--- src/rtl/mem_port_arbiter_pkg.sv ---
// Shared types for the three-port memory arbiter: requester IDs and the read tag
// that travels alongside each RAM read.
package mem_port_arbiter_pkg;

  localparam int NUM_REQ = 3;

  typedef enum logic [1:0] {
    REQ_PIX = 2'd0,
    REQ_WT  = 2'd1,
    REQ_OUT = 2'd2
  } req_id_e;

  typedef struct packed {
    logic valid;
    logic is_wt;
  } rd_tag_t;

endpackage

--- src/rtl/mem_port_arbiter_rr_arbiter.sv ---
// Combinational round-robin arbiter with a registered search pointer; the pointer
// moves to the slot after the winner and stays put when nobody is granted.
module rr_arbiter #(
  parameter int N = 3
) (
  input  logic         clk,
  input  logic         rstn,
  input  logic [N-1:0] req,
  output logic [N-1:0] gnt
);

  localparam int PW = (N > 1) ? $clog2(N) : 1;
  localparam logic [PW:0]   NUM  = (PW+1)'(N);
  localparam logic [PW-1:0] LAST = PW'(N - 1);

  logic [PW-1:0] ptr;
  logic [PW-1:0] ptr_next;
  logic [PW-1:0] idx;
  logic [PW:0]   sum;
  logic          any_gnt;

  always_comb begin
    gnt      = '0;
    any_gnt  = 1'b0;
    ptr_next = ptr;
    idx      = '0;
    sum      = '0;
    for (int off = 0; off < N; off++) begin
      sum = {1'b0, ptr} + (PW+1)'(off);
      if (sum >= NUM) sum = sum - NUM;
      idx = sum[PW-1:0];
      if (!any_gnt && req[idx]) begin
        gnt[idx] = 1'b1;
        any_gnt  = 1'b1;
        ptr_next = (idx == LAST) ? '0 : idx + 1'b1;
      end
    end
  end

  always_ff @(posedge clk or negedge rstn) begin
    if (!rstn) ptr <= '0;
    else       ptr <= ptr_next;
  end

endmodule

--- src/rtl/mem_port_arbiter.sv ---
// Arbitrates pixel/weight reads and output writes onto one RAM port; read returns
// are steered back by a tag that follows the RAM read latency.
module mem_port_arbiter
  import mem_port_arbiter_pkg::*;
#(
  parameter int ADDR_W = 28,
  parameter int DATA_W = 128,
  parameter int RD_LAT = 1
) (
  input  logic                clk,
  input  logic                rstn,
  input  logic                i_pix_req,
  input  logic [ADDR_W-1:0]   i_pix_addr,
  output logic                o_pix_gnt,
  output logic                o_pix_rvalid,
  output logic [DATA_W-1:0]   o_pix_rdata,
  input  logic                i_wt_req,
  input  logic [ADDR_W-1:0]   i_wt_addr,
  output logic                o_wt_gnt,
  output logic                o_wt_rvalid,
  output logic [DATA_W-1:0]   o_wt_rdata,
  input  logic                i_out_req,
  input  logic [ADDR_W-1:0]   i_out_addr,
  input  logic [DATA_W-1:0]   i_out_wdata,
  input  logic [DATA_W/8-1:0] i_out_wstrb,
  output logic                o_out_gnt,
  output logic                o_rd,
  output logic [ADDR_W-1:0]   o_raddr,
  input  logic [DATA_W-1:0]   i_rdata,
  output logic                o_we,
  output logic [ADDR_W-1:0]   o_waddr,
  output logic [DATA_W-1:0]   o_wdata,
  output logic [DATA_W/8-1:0] o_wstrb,
  output logic                o_busy
);

  logic [NUM_REQ-1:0] req_vec;
  logic [NUM_REQ-1:0] gnt_vec;
  logic               cmd_is_wt;
  rd_tag_t            tag_q [RD_LAT];
  rd_tag_t            tag_exit;
  logic               tag_busy;
  logic [DATA_W-1:0]  pix_hold;
  logic [DATA_W-1:0]  wt_hold;

  // Requests are masked during reset so no grant is visible while rstn is low.
  assign req_vec = {i_out_req, i_wt_req, i_pix_req} & {NUM_REQ{rstn}};

  rr_arbiter #(.N(NUM_REQ)) u_rr_arbiter (
    .clk  (clk),
    .rstn (rstn),
    .req  (req_vec),
    .gnt  (gnt_vec)
  );

  assign o_pix_gnt = gnt_vec[REQ_PIX];
  assign o_wt_gnt  = gnt_vec[REQ_WT];
  assign o_out_gnt = gnt_vec[REQ_OUT];

  always_ff @(posedge clk or negedge rstn) begin
    if (!rstn) begin
      o_rd      <= 1'b0;
      o_we      <= 1'b0;
      cmd_is_wt <= 1'b0;
      o_raddr   <= '0;
      o_waddr   <= '0;
      o_wdata   <= '0;
      o_wstrb   <= '0;
    end else begin
      o_rd      <= gnt_vec[REQ_PIX] | gnt_vec[REQ_WT];
      o_we      <= gnt_vec[REQ_OUT];
      cmd_is_wt <= gnt_vec[REQ_WT];
      if (gnt_vec[REQ_PIX])     o_raddr <= i_pix_addr;
      else if (gnt_vec[REQ_WT]) o_raddr <= i_wt_addr;
      if (gnt_vec[REQ_OUT]) begin
        o_waddr <= i_out_addr;
        o_wdata <= i_out_wdata;
        o_wstrb <= i_out_wstrb;
      end
    end
  end

  // The last tag stage lines up with the cycle the RAM presents i_rdata.
  always_ff @(posedge clk or negedge rstn) begin
    if (!rstn) begin
      for (int i = 0; i < RD_LAT; i++) tag_q[i] <= '0;
    end else begin
      tag_q[0] <= rd_tag_t'{valid: o_rd, is_wt: cmd_is_wt};
      for (int i = 1; i < RD_LAT; i++) tag_q[i] <= tag_q[i-1];
    end
  end

  always_comb begin
    tag_busy = 1'b0;
    for (int i = 0; i < RD_LAT; i++) tag_busy = tag_busy | tag_q[i].valid;
  end

  assign tag_exit     = tag_q[RD_LAT-1];
  assign o_pix_rvalid = tag_exit.valid & ~tag_exit.is_wt;
  assign o_wt_rvalid  = tag_exit.valid &  tag_exit.is_wt;

  always_ff @(posedge clk or negedge rstn) begin
    if (!rstn) begin
      pix_hold <= '0;
      wt_hold  <= '0;
    end else begin
      if (o_pix_rvalid) pix_hold <= i_rdata;
      if (o_wt_rvalid)  wt_hold  <= i_rdata;
    end
  end

  assign o_pix_rdata = o_pix_rvalid ? i_rdata : pix_hold;
  assign o_wt_rdata  = o_wt_rvalid  ? i_rdata : wt_hold;
  assign o_busy      = o_rd | o_we | tag_busy;

endmodule

--- config.mk ---
export PLATFORM = sky130hd
export DESIGN_NAME = mem_port_arbiter
export DESIGN_NICKNAME = d
export VERILOG_FILES = /design/src/rtl/mem_port_arbiter_pkg.sv /design/src/rtl/mem_port_arbiter_rr_arbiter.sv /design/src/rtl/mem_port_arbiter.sv
export SDC_FILE = /design/constraint.sdc
export NUM_CORES = 1
export LEC_CHECK = 0
export CORE_AREA = 5 5 322 324
export CTS_CLUSTER_DIAMETER = 150
export DETAILED_ROUTE_END_ITERATION = 12
export DIE_AREA = 0 0 327 329
export PLACE_DENSITY = 0.5
export SETUP_SLACK_MARGIN = 0.3
export SLEW_MARGIN = 20
export SYNTH_ARGS = -nofsm -noshare
export SYNTH_HDL_FRONTEND = slang
export SYNTH_SLANG_ARGS = --single-unit
--- constraint.sdc ---
create_clock -name clk -period 2.19 [get_ports clk]
set_input_delay 0.219 -clock clk [delete_from_list [all_inputs] [get_ports clk]]
set_output_delay 0.219 -clock clk [all_outputs]
set_load 0.01 [all_outputs]
### Word-level counts from Yosys, hierarchy flattened

Index checks and enable logic that the tools add are counted.

| storage, ports and cells | value |
|---|---|
| bits in registers | 463 |
| input port bits | 361 |

| cells by class | value |
|---|---|
| add/subtract/negate cells | 8 |
| order comparisons | 9 |
| eq/ne operators | 3 |
| muxes and demuxes | 30 |
| bitwise logic cells | 9 |
| reduce and logical (&&, ||, !) cells | 9 |

Operators with widths:

| operator | count |
|---|---|
| $mux 128 | 2 |
| $mux 28 | 2 |
| $mux 2 | 9 |
| $lt 2x3->1 const B | 3 |
| $mux 3 | 3 |
| $mux 1 | 8 |
| $add 2x1->2 const B | 3 |
| $bmux 1 s2 | 3 |
| $demux 1 s2 | 3 |
| $eq 2x2->1 const B | 3 |
| $ge 2x1->1 const B | 3 |
| $ge 3x2->1 const B | 2 |
| $or 3x3->3 | 2 |
| $sub 2x2->2 const B | 3 |
| $logic_and 1x1->1 | 5 |
| $add 2x1->3 const B | 1 |
| $add 2x2->3 const B | 1 |
| $and 3x3->3 | 1 |
| $or 1x1->1 | 3 |
| $reduce_bool 3->1 | 1 |
| $and 1x1->1 | 2 |
| $ge 2x2->1 const B | 1 |
| $logic_not 1->1 | 2 |
| $reduce_bool 2->1 | 1 |
| $not 1->1 | 1 |

### Longest topological paths before layout

Gate-level depths: netlist of run 1.

| depth | value |
|---|---|
| depth in word-level cells | 13 |
| mapped depth | 10 |
| depth with buffers taken out | 7 |

### Modules after synthesis

A second synthesis of run 1 with hierarchy kept.

| unflattened totals | value |
|---|---|
| cells, all modules | 1,092 |
| area, all modules | 17,763.3 um2 |

Modules (own cells, without submodules):

| module | times used | cells each | area an instance (um2) | seq. area each (um2) |
|---|---|---|---|---|
| mem_port_arbiter | 1 | 1,038 | 17,301.6 | 11,536.1 |
| rr_arbiter | 1 | 54 | 461.7 | 50.0 |

### Worst setup path after synthesis of run 1

No wires, ideal clock.

| timing | value |
|---|---|
| path type | reg-to-reg |
| from | register u_rr_arbiter.ptr[0] |
| to | register o_waddr[18] |
| setup time | 0.127 ns |
| arrival time | 2.102 ns |
| data required time | 2.063 ns |
| slack | -0.040 ns |
| cell stages (with the launch flop) | 10 |
| path buffers | 2 |
| period minus slack after synthesis | 2.230 ns |
| cell sequence | dfrtp_1 inv_1 ha_1 or2b_1 o21ai_2 a21oi_1 o21ai_2 buf_6 buf_8 mux2_1 |

| between the ends | value |
|---|---|
| word-level cells in the longest chain between the ends | 11 |
| elaborated cells on any way between the ends | 43 |

RTL lines:

| what | line | source |
|---|---|---|
| start, declared | mem_port_arbiter_rr_arbiter.sv:16 | `logic [PW-1:0] ptr;` |
| start signal, assigned | mem_port_arbiter_rr_arbiter.sv:42 | `else ptr <= ptr_next;` |
| $add 2x1->3, or another cell as far along | mem_port_arbiter_rr_arbiter.sv:29 | `sum = {1'b0, ptr} + (PW+1)'(off);` |
| $ge 3x2->1, or another cell as far along | mem_port_arbiter_rr_arbiter.sv:30 | `if (sum >= NUM) sum = sum - NUM;` |
| $mux 2, or another cell as far along | mem_port_arbiter_rr_arbiter.sv:30 |  |
| $lt 2x3->1 (not written as such), or another cell as far along | mem_port_arbiter_rr_arbiter.sv:33 | `gnt[idx] = 1'b1;` |
| $logic_and 1x1->1 (not written as such), or another cell as far along | mem_port_arbiter_rr_arbiter.sv:33 |  |
| $mux 1 (not written as such), or another cell as far along | mem_port_arbiter_rr_arbiter.sv:33 |  |
| $demux 1 s2, or another cell as far along | - |  |
| $or 3x3->3 (no line) / $mux 1 (equally long branches) | - |  |
| $mux 3 / $logic_not 1->1 (equally long branches) | mem_port_arbiter_rr_arbiter.sv:32 | `if (!any_gnt && req[idx]) begin` |
| $or 3x3->3 (no line) / $logic_and 1x1->1 (equally long branches) | - |  |
| $mux 3 * | mem_port_arbiter_rr_arbiter.sv:32 |  |
| named net o_out_gnt | mem_port_arbiter.sv:26 | `output logic o_out_gnt,` |
| end signal, assigned | mem_port_arbiter.sv:76 | `o_waddr <= i_out_addr;` |
| end, declared | mem_port_arbiter.sv:31 | `output logic [ADDR_W-1:0] o_waddr,` |

The timed path passes the listed nets; every way through them passes the cells marked *. The select of a mux whose other input is x is not followed.
A chain may end at the register's enable or synchronous reset.

### Worst setup path in the final report of run 1

| timing | value |
|---|---|
| from | register u_rr_arbiter.ptr[0] |
| to | register o_wdata[43] |

| between the ends | value |
|---|---|
| word-level cells in the longest chain between the ends | 11 |
| elaborated cells on any way between the ends | 43 |

RTL lines:

| what | line | source |
|---|---|---|
| $add 2x1->3, or another cell as far along | mem_port_arbiter_rr_arbiter.sv:29 |  |
| $ge 3x2->1, or another cell as far along | mem_port_arbiter_rr_arbiter.sv:30 |  |
| $mux 2, or another cell as far along | mem_port_arbiter_rr_arbiter.sv:30 |  |
| $lt 2x3->1 (not written as such), or another cell as far along | mem_port_arbiter_rr_arbiter.sv:33 |  |
| $logic_and 1x1->1 (not written as such), or another cell as far along | mem_port_arbiter_rr_arbiter.sv:33 |  |
| $mux 1 (not written as such), or another cell as far along | mem_port_arbiter_rr_arbiter.sv:33 |  |
| $demux 1 s2, or another cell as far along | - |  |
| $or 3x3->3 (no line) / $mux 1 (equally long branches) | - |  |
| $mux 3 / $logic_not 1->1 (equally long branches) | mem_port_arbiter_rr_arbiter.sv:32 |  |
| $or 3x3->3 (no line) / $logic_and 1x1->1 (equally long branches) | - |  |
| $mux 3 * | mem_port_arbiter_rr_arbiter.sv:32 |  |
| end signal, assigned | mem_port_arbiter.sv:77 | `o_wdata <= i_out_wdata;` |
| end, declared | mem_port_arbiter.sv:32 | `output logic [DATA_W-1:0] o_wdata,` |

Mark *: on every way between the ends. The rest lies on a longest branch, timed or not. The select of a mux whose other input is x is not followed.

==> results of run 1 <==
[layer usage]
layer,global-route usage [%],share of wire (%)
met5,0,0.062
met1,16.7,39
met4,4.98,3.5
met2,24.7,51
met3,4.47,7.2
[flip-flops by register name (all words and copies together), names as in the netlist]
register          cells
tag_exit              1
wt_hold             128
u_rr_arbiter.ptr      2
pix_hold            128
o_wstrb              16
cmd_is_wt             1
tag_busy              1
o_we                  1
o_raddr              28
o_rd                  1
o_waddr              28
o_wdata             128
[cell type report]
type / count / area, um2 / share of cell area [%]
Antenna cell: 2 / 5.00 / 0.0127
Clock buffer: 83 / 1700 / 4.29
Clock inverter: 23 / 264 / 0.668
Inverter: 7 / 50.0 / 0.127
Multi-Input combinational cell: 840 / 8690 / 22.0
Sequential cell: 463 / 11600 / 29.3
Tap cell: 1309 / 1640 / 4.14
Timing Repair Buffer: 1430 / 15600 / 39.4
[synth_stat cells]
| library cell | number | share of area, % |
|---|---|---|
| o31ai_4 | 1 | 0.12 |
| nand2b_1 | 4 | 0.14 |
| dfrtp_1 | 463 | 64 |
| a21oi_1 | 2 | 0.055 |
| o211ai_2 | 1 | 0.069 |
| nand3_1 | 1 | 0.028 |
| a211oi_1 | 1 | 0.041 |
| mux2i_1 | 4 | 0.22 |
| or2_1 | 1 | 0.035 |
| o21a_1 | 1 | 0.041 |
| buf_4 | 1 | 0.041 |
| nand4b_2 | 1 | 0.083 |
| a21o_1 | 1 | 0.041 |
| a2bb2oi_2 | 1 | 0.083 |
| o22ai_1 | 28 | 0.97 |
| nand3b_1 | 1 | 0.041 |
| mux2_2 | 137 | 8.5 |
| o21a_2 | 1 | 0.048 |
| nand2_1 | 442 | 9.1 |
| nor3b_4 | 1 | 0.10 |
| clkbuf_1 | 36 | 0.74 |
| buf_1 | 2 | 0.041 |
| nor3_1 | 1 | 0.028 |
| a41oi_1 | 1 | 0.048 |
| buf_2 | 11 | 0.30 |
| inv_1 | 6 | 0.12 |
| nand4_1 | 1 | 0.035 |
| nor2_2 | 1 | 0.035 |
| mux2_1 | 169 | 10 |
| nand4b_1 | 3 | 0.14 |
| inv_2 | 1 | 0.021 |
| a31o_2 | 1 | 0.048 |
| or2b_1 | 1 | 0.041 |
| or3_1 | 2 | 0.069 |
| ha_1 | 4 | 0.28 |
| nor2_1 | 2 | 0.041 |
| buf_6 | 6 | 0.37 |
| mux2_4 | 23 | 1.9 |
| o21ai_2 | 2 | 0.097 |
| buf_8 | 18 | 1.5 |
[repair_timing]
action / in CTS / in global routing
pin swaps: 77 / 196
gates resized for setup: 1523 / 900
gates cloned: 20 / 25
setup buffers: 225 / 149
hold endpoints to repair: 26 / 0
endpoints found under the setup margin: 489 / 861
hold buffers: 1 / 0
[final timing paths]
path	start	to	slack, ps	depth (start not counted)
worst max-delay path	u_rr_arbiter.ptr[0]	o_wdata[43]	-390	11
worst min-delay path	i_out_addr[22]	o_waddr[22]	190	2
worst max register to register	u_rr_arbiter.ptr[0]	o_wdata[43]	-390	11
worst min register to register	cmd_is_wt	tag_exit[0]	380	0
max in group asynchronous	rstn	o_wdata[62]	510	4
min in group asynchronous	rstn	u_rr_arbiter.ptr[1]	240	2
[cell families (layout without fill, tap and decap cells)]
family	count (synthesis)	in the layout	share of synthesized area [%]
compound gates	41	41	1.66
flops	463	463	63.9
mux	333	333	21.1
fa+ha+maj	4	4	0.276
other cells	0	2	0
buf+inv	81	1543	3.14
simple gates	462	462	9.96
[stage by stage]
| stage | util (%) | cell area, um2 | hold slack, ps | setup slack, ps |
|---|---|---|---|---|
| floorplan | - | 18400 | -76.6 | -12.9 |
| global placement | 29.1 | 29300 | 66.4 | -271 |
| detailed placement | 29.1 | 29300 | 66.8 | -327 |
| CTS | 34.5 | 34800 | 112 | -431 |
| global route | 39.2 | 39500 | 147 | -496 |
| finish | 39.2 | 39500 | 195 | -393 |
[power groups by stage]
stage / Combinational [W] / Clock [W] / Sequential [W]
floorplan: 0.0109 / 0 / 0.0153
global placement: 0.0284 / 0 / 0.0147
detailed placement: 0.0287 / 0 / 0.0148
CTS: 0.0351 / 0.0102 / 0.0148
global route: 0.0468 / 0.0105 / 0.0156
finish: 0.0446 / 0.00986 / 0.0151
[critical path, delay by kind of cell, from the launching register on]
kind                       cells  cell delay (ps)
AOI/OAI and AO/OA              3              440
muxes                          1              330
and+or+nand+nor                1              260
adders and majority gates      1              310
buffers and inverters          5              710
DFF                            1              400
==> flow_summary.json, run 1 <==
{
  "outcome": "finished, violations left",
  "failed_checks": "setup timing",
  "p_leak_nw": 18.5,
  "final_cell_mix": "clkdlybuf4s50_1, dfrtp_1, buf_6",
  "cp_cell_sequence": "inv_2 -> ha_4 -> nand4b_1 -> o21ai_4 -> a21oi_2 -> o21ai_4 -> buf_4 -> buf_12 -> clkbuf_16 -> clkbuf_16 -> mux2_1",
  "critPathArrivalTime_ps": 3080,
  "power_w": 0.0696,
  "drive_gt1_share_pct": 55.0,
  "io_pins": 825,
  "dp.cells": 3629,
  "netlist_area_mm2": 0.0181,
  "fp.coreArea_mm2": 0.101,
  "drtIter0Drc": 614,
  "rows": 117,
  "cts-htree-levels": 2,
  "synth_cell_types": 40,
  "fin_skew_ps": 25.2,
  "tritoncts": "built",
  "path_clk_slew_ps": 60,
  "root_buffer": "clkbuf_16",
  "start_util_pct": 18.0,
  "worst_pin_slew_ps": 556,
  "area_growth_pct": 118,
  "grt_pass1_vias": 17600,
  "grt_use_total_pct": 14.2,
  "crit_type": "reg -> reg",
  "cap_violations": 0,
  "clock_path_buffers": 3,
  "fin_crit_sh_pct": 118,
  "dp_hpwl_mm": 57.3,
  "portBuffers": 824,
  "die_h_um": 329,
  "die_area_mm2": 0.108,
  "hp-class": "in -> reg",
  "grt_pass1_wl_mm": 117,
  "endpoint_kind": "flip-flop",
  "crit_path_max_incr_delay_ps": 400,
  "seq_area_frac_synth_pct": 63.9,
  "avgSynthCellArea_um2": 13.1,
  "drt_wl_total_mm": 88.2,
  "period_needed_ps": 2580,
  "synth_warnings": 0,
  "critPathLaunchType": "flip-flop",
  "setup-tns-final_ps": -97820,
  "ir_drop_v": 0.000729,
  "rsz0062_at_grt": "yes",
  "nFillCells": 9343,
  "fin_nets": 3163,
  "finalWorstSetupSlack_ps": -393,
  "grt-ovfl-total": 0,
  "seq_power_share_pct": 21.7,
  "crit_slowest_cell": "dfrtp_2",
  "layout.cells.most_common": "clkdlybuf4s50_1",
  "vias": 16700,
  "cts.sinks": 463,
  "final_cells": 4157,
  "internal-power_w": 0.0459,
  "finalHoldViolCount": 0,
  "syn_inst": 1384,
  "grt_max_degree": 124,
  "gp_congestion": 0.832,
  "clk_latency_ps": 630,
  "setup_violations": 461,
  "pwr-share-clk_pct": 14.2,
  "syn_nets": 1749,
  "relSlewSlack_pct": 62.9,
  "max_freq_mhz": 387,
  "p_sw_w": 0.0237,
  "vias_per_cell": 4.02,
  "required_ps": 2690,
  "wl_per_cell_um": 21.2,
  "first_pass_iters": 4,
  "finalMaxSlewViolations": 0,
  "critPathMaxFanout": 10,
  "cts_buffers": 56,
  "synth-seq-cells": 463,
  "sw_frac_of_total_pct": 34.1,
  "antenna_found_initial": 10,
  "pwr-share-comb_pct": 64.1,
  "cellPowerDensity_mw_per_mm2": 1760,
  "drc": 0,
  "ant_nets": 0,
  "die_w_um": 327
}
Power figures use the tool's default switching activity.
==> run 2, diff against run 1 <==
--- a/config.mk
+++ b/config.mk
@@ -5,11 +5,13 @@
 export SDC_FILE = /design/constraint.sdc
 export NUM_CORES = 1
 export LEC_CHECK = 0
-export CORE_AREA = 5 5 322 324
+export CELL_PAD_IN_SITES_DETAIL_PLACEMENT = 0
+export CELL_PAD_IN_SITES_GLOBAL_PLACEMENT = 1
+export CORE_AREA = 5 5 314 316
 export CTS_CLUSTER_DIAMETER = 150
 export DETAILED_ROUTE_END_ITERATION = 12
-export DIE_AREA = 0 0 327 329
-export PLACE_DENSITY = 0.5
+export DIE_AREA = 0 0 319 321
+export PLACE_DENSITY = 0.62
 export SETUP_SLACK_MARGIN = 0.3
 export SLEW_MARGIN = 20
 export SYNTH_ARGS = -nofsm -noshare
==> run 2 against run 1 <==
Net effect: the flow still finishes with violations (setup timing); first-iteration DRC count is 4.1% higher; sequential share of layout area increased by 3.0 points; flip-flop and latch count did not move; total power shrank 12%; routed wire length decreased by 8.6%; worst setup slack lost 27 ps; critical endpoint is now o_pix_gnt; highest routed layer is now met4; non-clock buffer count down 191.
==> flow_summary.json, run 2 (same netlist as run 1, synthesis figures left out) <==
{
  "die_area_mm2": 0.102,
  "relSlewSlack_pct": 40.6,
  "antenna_found_initial": 0,
  "clk_latency_ps": 610,
  "min_path_cells": 5,
  "grt-ovfl-total": 0,
  "grt_max_degree": 155,
  "crit_top_cell": "buf_6",
  "wl_per_cell_um": 20.5,
  "critPathMaxFanout": 6,
  "finalMaxSlewViolations": 0,
  "max_freq_mhz": 383,
  "die_h_um": 321,
  "io_pins": 825,
  "setup-tns-final_ps": -92890,
  "grt_use_total_pct": 14.2,
  "first_pass_iters": 4,
  "seq_power_share_pct": 24.4,
  "dr.max_layer_used": "met4",
  "cp_cell_sequence": "buf_6 -> ha_4 -> mux2i_2 -> o21a_2 -> buf_6 -> nand2b_4 -> a31o_4 -> inv_2 -> buf_6",
  "place_area_mm2": 0.0292,
  "crit_type": "reg -> out",
  "rows": 114,
  "dp_hpwl_mm": 54.1,
  "cap_violations": 0,
  "fin_skew_ps": 19.6,
  "worst_pin_slew_ps": 891,
  "tritoncts": "built",
  "drtIter0Drc": 639,
  "drc": 0,
  "wl_met2_mm": 41.9,
  "required_ps": 1970,
  "fin_nets": 2970,
  "path_clk_slew_ps": 70,
  "internal-power_w": 0.0405,
  "grt_pass1_vias": 16800,
  "hp-class": "in -> reg",
  "reg_top3": "o_wdata: 128 flops, pix_hold: 128 flops, wt_hold: 128 flops",
  "cts_buffers": 54,
  "root_buffer": "clkbuf_16",
  "cts-htree-levels": 2,
  "crit_slowest_cell": "dfrtp_1",
  "endpoint_kind": "primary output",
  "layout.cells.most_common": "clkdlybuf4s50_1",
  "gp_congestion": 0.804,
  "finalHoldViolCount": 0,
  "final_cell_mix": "clkdlybuf4s50_1, dfrtp_1, nand2_1",
  "setup_violations": 458,
  "fin_crit_sh_pct": 119,
  "grt_pass1_wl_mm": 112,
  "p_sw_w": 0.0208,
  "cellPowerDensity_mw_per_mm2": 1710,
  "clock_path_buffers": 3,
  "reg2reg_depth": 12,
  "rsz0062_at_grt": "yes",
  "critPathArrivalTime_ps": 2390,
  "multi_input_area_mm2": 0.00742,
  "final_area_mm2": 0.0358,
  "finalWorstSetupSlack_ps": -420,
  "drt_wl_total_mm": 80.6,
  "outcome": "finished, violations left",
  "fp.coreArea_mm2": 0.0957,
  "wl_met1_mm": 30.7,
  "power_w": 0.0612,
  "failed_checks": "setup timing",
  "nFillCells": 9167,
  "ir_drop_v": 0.000831,
  "drive_gt1_share_pct": 45.0,
  "die_w_um": 319,
  "p_leak_nw": 16.6,
  "start_util_pct": 19.0,
  "wl_met3_mm": 6.09,
  "portBuffers": 824,
  "period_needed_ps": 2610,
  "cts.sinks": 463,
  "area_growth_pct": 97.4,
  "crit_path_max_incr_delay_ps": 420,
  "finalHoldWorstSlack_ps": 153,
  "sw_frac_of_total_pct": 33.9,
  "ant_nets": 0,
  "vias": 15600,
  "vias_per_cell": 3.97,
  "pwr-share-comb_pct": 60.6,
  "critPathLaunchType": "flip-flop",
  "regArea_mm2": 0.0116,
  "pwr-share-clk_pct": 15.0
}
run 2: cell types whose count changed in the layout (fill, tap and decap cells not counted), moves of 16 or more:
cell	change
buf_8	-19
buf_4	-60
nand2_4	-131
mux2_1	-30
nand2_1	+149
buf_6	-203
dlygate4sd2_1	+23
o22ai_2	-17
buf_2	+45
buf_12	+16
o22ai_1	+24
nand2_2	-18
mux2_2	+29
run 2: path summary, 6_finish.rpt:
kind | start | to | slack (ps)
worst max-delay path | u_rr_arbiter.ptr[0] | o_pix_gnt | -420
worst min-delay path | rstn | u_rr_arbiter.ptr[1] | 150
worst max register to register | u_rr_arbiter.ptr[0] | o_raddr[4] | -350
worst min register to register | cmd_is_wt | tag_exit[0] | 350
max in group asynchronous | rstn | wt_hold[14] | 240
min in group asynchronous | rstn | u_rr_arbiter.ptr[1] | 260
run 2: cell type report:
class                      instances  area share, %
tap                             1276           4.46
antenna                            1        0.00698
clock inverter                    14          0.496
sequential                       463           32.3
multi-input combinational        840           20.7
clock buffer                      82           4.52
inverter                           7          0.129
timing repair buffer            1239           37.3
run 2: routing by layer:
metal	global-route usage, %	up-vias
met4	3.78	0
met3	5.07	92
li1	-	7086
met1	15.6	7823
met2	26.2	563
met5	0	-
run 2: power by group through the flow:
| stage | combinational (W) | clock (W) | sequential (W) |
|---|---|---|---|
| global route | 0.0392 | 0.00987 | 0.0154 |
| finish | 0.0371 | 0.00921 | 0.0149 |
| global placement | 0.0280 | 0 | 0.0146 |
| detailed placement | 0.0282 | 0 | 0.0148 |
| floorplan | 0.0109 | 0 | 0.0153 |
| CTS | 0.0315 | 0.00954 | 0.0147 |
run 2: timing repair:
item,in CTS,in global routing
setup buffers,107,96
pin swaps,16,52
hold endpoints to repair,69,0
resized for setup,1100,650
hold buffers,1,0
setup endpoints to repair,472,665
cloned,20,25
run 2: worst max-delay path, delay by kind of cell, from the launching register on:
| family | cells | cell delay (ps) |
|---|---|---|
| mux | 1 | 150 |
| buf+inv | 4 | 440 |
| flops | 1 | 420 |
| fa+ha+maj | 1 | 180 |
| simple gates | 1 | 130 |
| compound gates | 2 | 460 |
run 2: stage by stage:
step | utilization (%) | worst slack (ps) | cells
floorplan | - | -12.9 | 1384
global placement | 30.5 | -290 | 3575
detailed placement | 30.5 | -361 | 3575
CTS | 34.5 | -481 | 3799
global route | 37.4 | -520 | 3921
finish | 37.4 | -420 | 3922
==> run 3, diff against run 2 <==
==> constraint.sdc (replaced) <==
create_clock -name clk -period 2.19 [get_ports clk]
set_input_delay 0.219 -clock clk [delete_from_list [all_inputs] [get_ports clk]]
set_output_delay 0.219 -clock clk [all_outputs]
set_load 0.02 [all_outputs]
==> run 3 against run 2 <==
Net effect: the run still ends with setup timing left; cell area increased by 1.7%; combinational power is 18% higher; final cell count barely moved; clock power about the same; global-route usage up 0.39 points; maximum frequency is 0.50% lower; total power is 11% higher; flip-flop and latch count unchanged; sequential power barely moved; via count is 0.90% higher.
==> flow_summary.json, run 3 (same netlist as run 1, synthesis figures left out) <==
{
  "internal-power_w": 0.0421,
  "reg2reg_depth": 11,
  "finalHoldWorstSlack_ps": 136,
  "endpoint_kind": "primary output",
  "ant_nets": 0,
  "critPathArrivalTime_ps": 2400,
  "sw_frac_of_total_pct": 38.1,
  "nFillCells": 9110,
  "min_path_cells": 4,
  "relSlewSlack_pct": 54.8,
  "finalHoldViolCount": 0,
  "drc": 0,
  "drt_wl_total_mm": 83.7,
  "setup_violations": 462,
  "worst_pin_slew_ps": 678,
  "fin_skew_ps": 14.6,
  "crit_type": "reg -> out",
  "cts-htree-levels": 2,
  "reg_top3": "o_wdata: 128 flops, pix_hold: 128 flops, wt_hold: 128 flops",
  "path_clk_slew_ps": 60,
  "fin_crit_sh_pct": 120,
  "cts_buffers": 54,
  "io_pins": 825,
  "area_growth_pct": 101,
  "hp-class": "in -> reg",
  "critPathLaunchType": "flip-flop",
  "drive_gt1_share_pct": 50.3,
  "die_w_um": 319,
  "pwr-share-comb_pct": 64.4,
  "fin_nets": 2966,
  "root_buffer": "clkbuf_16",
  "critPathMaxFanout": 6,
  "multi_input_area_mm2": 0.00793,
  "pwr-share-clk_pct": 13.5,
  "vias": 15700,
  "outcome": "finished, violations left",
  "tritoncts": "built",
  "grt-ovfl-total": 0,
  "rsz0062_at_grt": "yes",
  "regArea_mm2": 0.0116,
  "dp.cells": 3575,
  "grt_pass1_wl_mm": 114,
  "reg2reg_from": "u_rr_arbiter.ptr[0]",
  "start_util_pct": 19.0,
  "max_freq_mhz": 381,
  "r2r-end": "o_wdata[106]",
  "p_sw_w": 0.0259,
  "dp_hpwl_mm": 55.4,
  "period_needed_ps": 2620,
  "gp_congestion": 0.814,
  "grt_pass1_vias": 17000,
  "vias_per_cell": 4.01,
  "die_h_um": 321,
  "required_ps": 1970,
  "hold_start": "rstn",
  "drtIter0Drc": 615,
  "hold_end": "cmd_is_wt",
  "ir_drop_v": 0.000869,
  "grt_max_degree": 158,
  "rows": 114,
  "final_cell_mix": "clkdlybuf4s50_1, dfrtp_1, buf_4",
  "wl_per_cell_um": 21.3,
  "grt_use_total_pct": 14.6,
  "antenna_found_initial": 10,
  "cellPowerDensity_mw_per_mm2": 1870,
  "finalWorstSetupSlack_ps": -433,
  "seq_power_share_pct": 22.1,
  "final_cells": 3921,
  "power_w": 0.0680,
  "cap_violations": 0,
  "portBuffers": 824,
  "finalMaxSlewViolations": 0,
  "p_leak_nw": 16.9,
  "failed_checks": "setup timing",
  "clk_latency_ps": 610,
  "fin_util_pct": 38.1,
  "die_area_mm2": 0.102,
  "cts.sinks": 463,
  "first_pass_iters": 5,
  "rrSetupSlack_ps": -390,
  "fp.coreArea_mm2": 0.0957,
  "layout.cells.most_common": "clkdlybuf4s50_1",
  "clock_path_buffers": 3
}
-- run 3: changes by cell type in the layout (fill, tap and decap cells not counted), moves of 14 or more --
cell,previous run,this run
nand2_4,29,103
mux2_2,35,100
mux2_1,66,3
nand2_1,278,218
buf_4,226,264
buf_6,246,217
buf_2,45,27
dlygate4sd2_1,23,6
buf_8,16,30
-- run 3: metrics by stage --
step	cell area (um2)	setup TNS [ps]	setup WS, ps
finish	36400	-117650	-433
global route	36400	-170780	-553
CTS	33600	-148090	-525
detailed placement	29300	-64070	-387
global placement	29300	-59570	-361
floorplan	18500	-1980	-20.2
-- run 3: worst max path at each step --
stage / to / cells past startpoint / from
CTS: o_pix_gnt / 9 / u_rr_arbiter.ptr[0]
global placement: o_pix_gnt / 9 / u_rr_arbiter.ptr[0]
floorplan: o_waddr[18] / 10 / u_rr_arbiter.ptr[1]
finish: o_pix_gnt / 8 / u_rr_arbiter.ptr[0]
detailed placement: o_waddr[15] / 10 / u_rr_arbiter.ptr[0]
global route: o_pix_gnt / 8 / u_rr_arbiter.ptr[0]
-- run 3: power by group through the flow --
stage          Combinational, W  Sequential, W  Clock [W]
3_5_place_dp             0.0327         0.0148          0
4_1_cts                  0.0382         0.0148    0.00955
6_report                 0.0438         0.0150    0.00918
5_1_grt                  0.0459         0.0155    0.00985
2_1_floorplan            0.0137         0.0168          0
3_3_place_gp             0.0324         0.0147          0
-- run 3: layout make-up --
| cell class | instances | area share [%] |
|---|---|---|
| repair buffers | 1235 | 37.0 |
| clock buffers | 80 | 4.34 |
| multi-input cells | 840 | 21.8 |
| diodes | 3 | 0.0206 |
| flip-flops and latches | 463 | 31.8 |
| clock inverters | 17 | 0.560 |
| well taps | 1276 | 4.38 |
| inverters | 7 | 0.158 |
-- run 3: layer usage --
layer	routed length [um]	track usage, %	vias to the layer above
met3	6250	5.03	130
met1	31900	16.2	7881
met5	93	0	-
met2	42800	26.2	612
li1	-	-	7069
met4	2690	5.14	12
-- run 3: critical path: stages (launching register included) --
cell and delay [ps]:
dfrtp_1 430, inv_2 110, ha_4 220, mux2i_2 180, o31ai_4 300, nand3_2 120, a31o_4 270, inv_4 70
buf_6 110
-- run 3: what timing repair did --
| item | in CTS | in global routing |
|---|---|---|
| pin swaps | 69 | 73 |
| hold buffers | 1 | 0 |
| buffers inserted | 112 | 84 |
| gates resized for setup | 1280 | 656 |
| hold endpoints to repair | 195 | 0 |
| endpoints found under the setup margin | 553 | 557 |
| cloned | 25 | 22 |
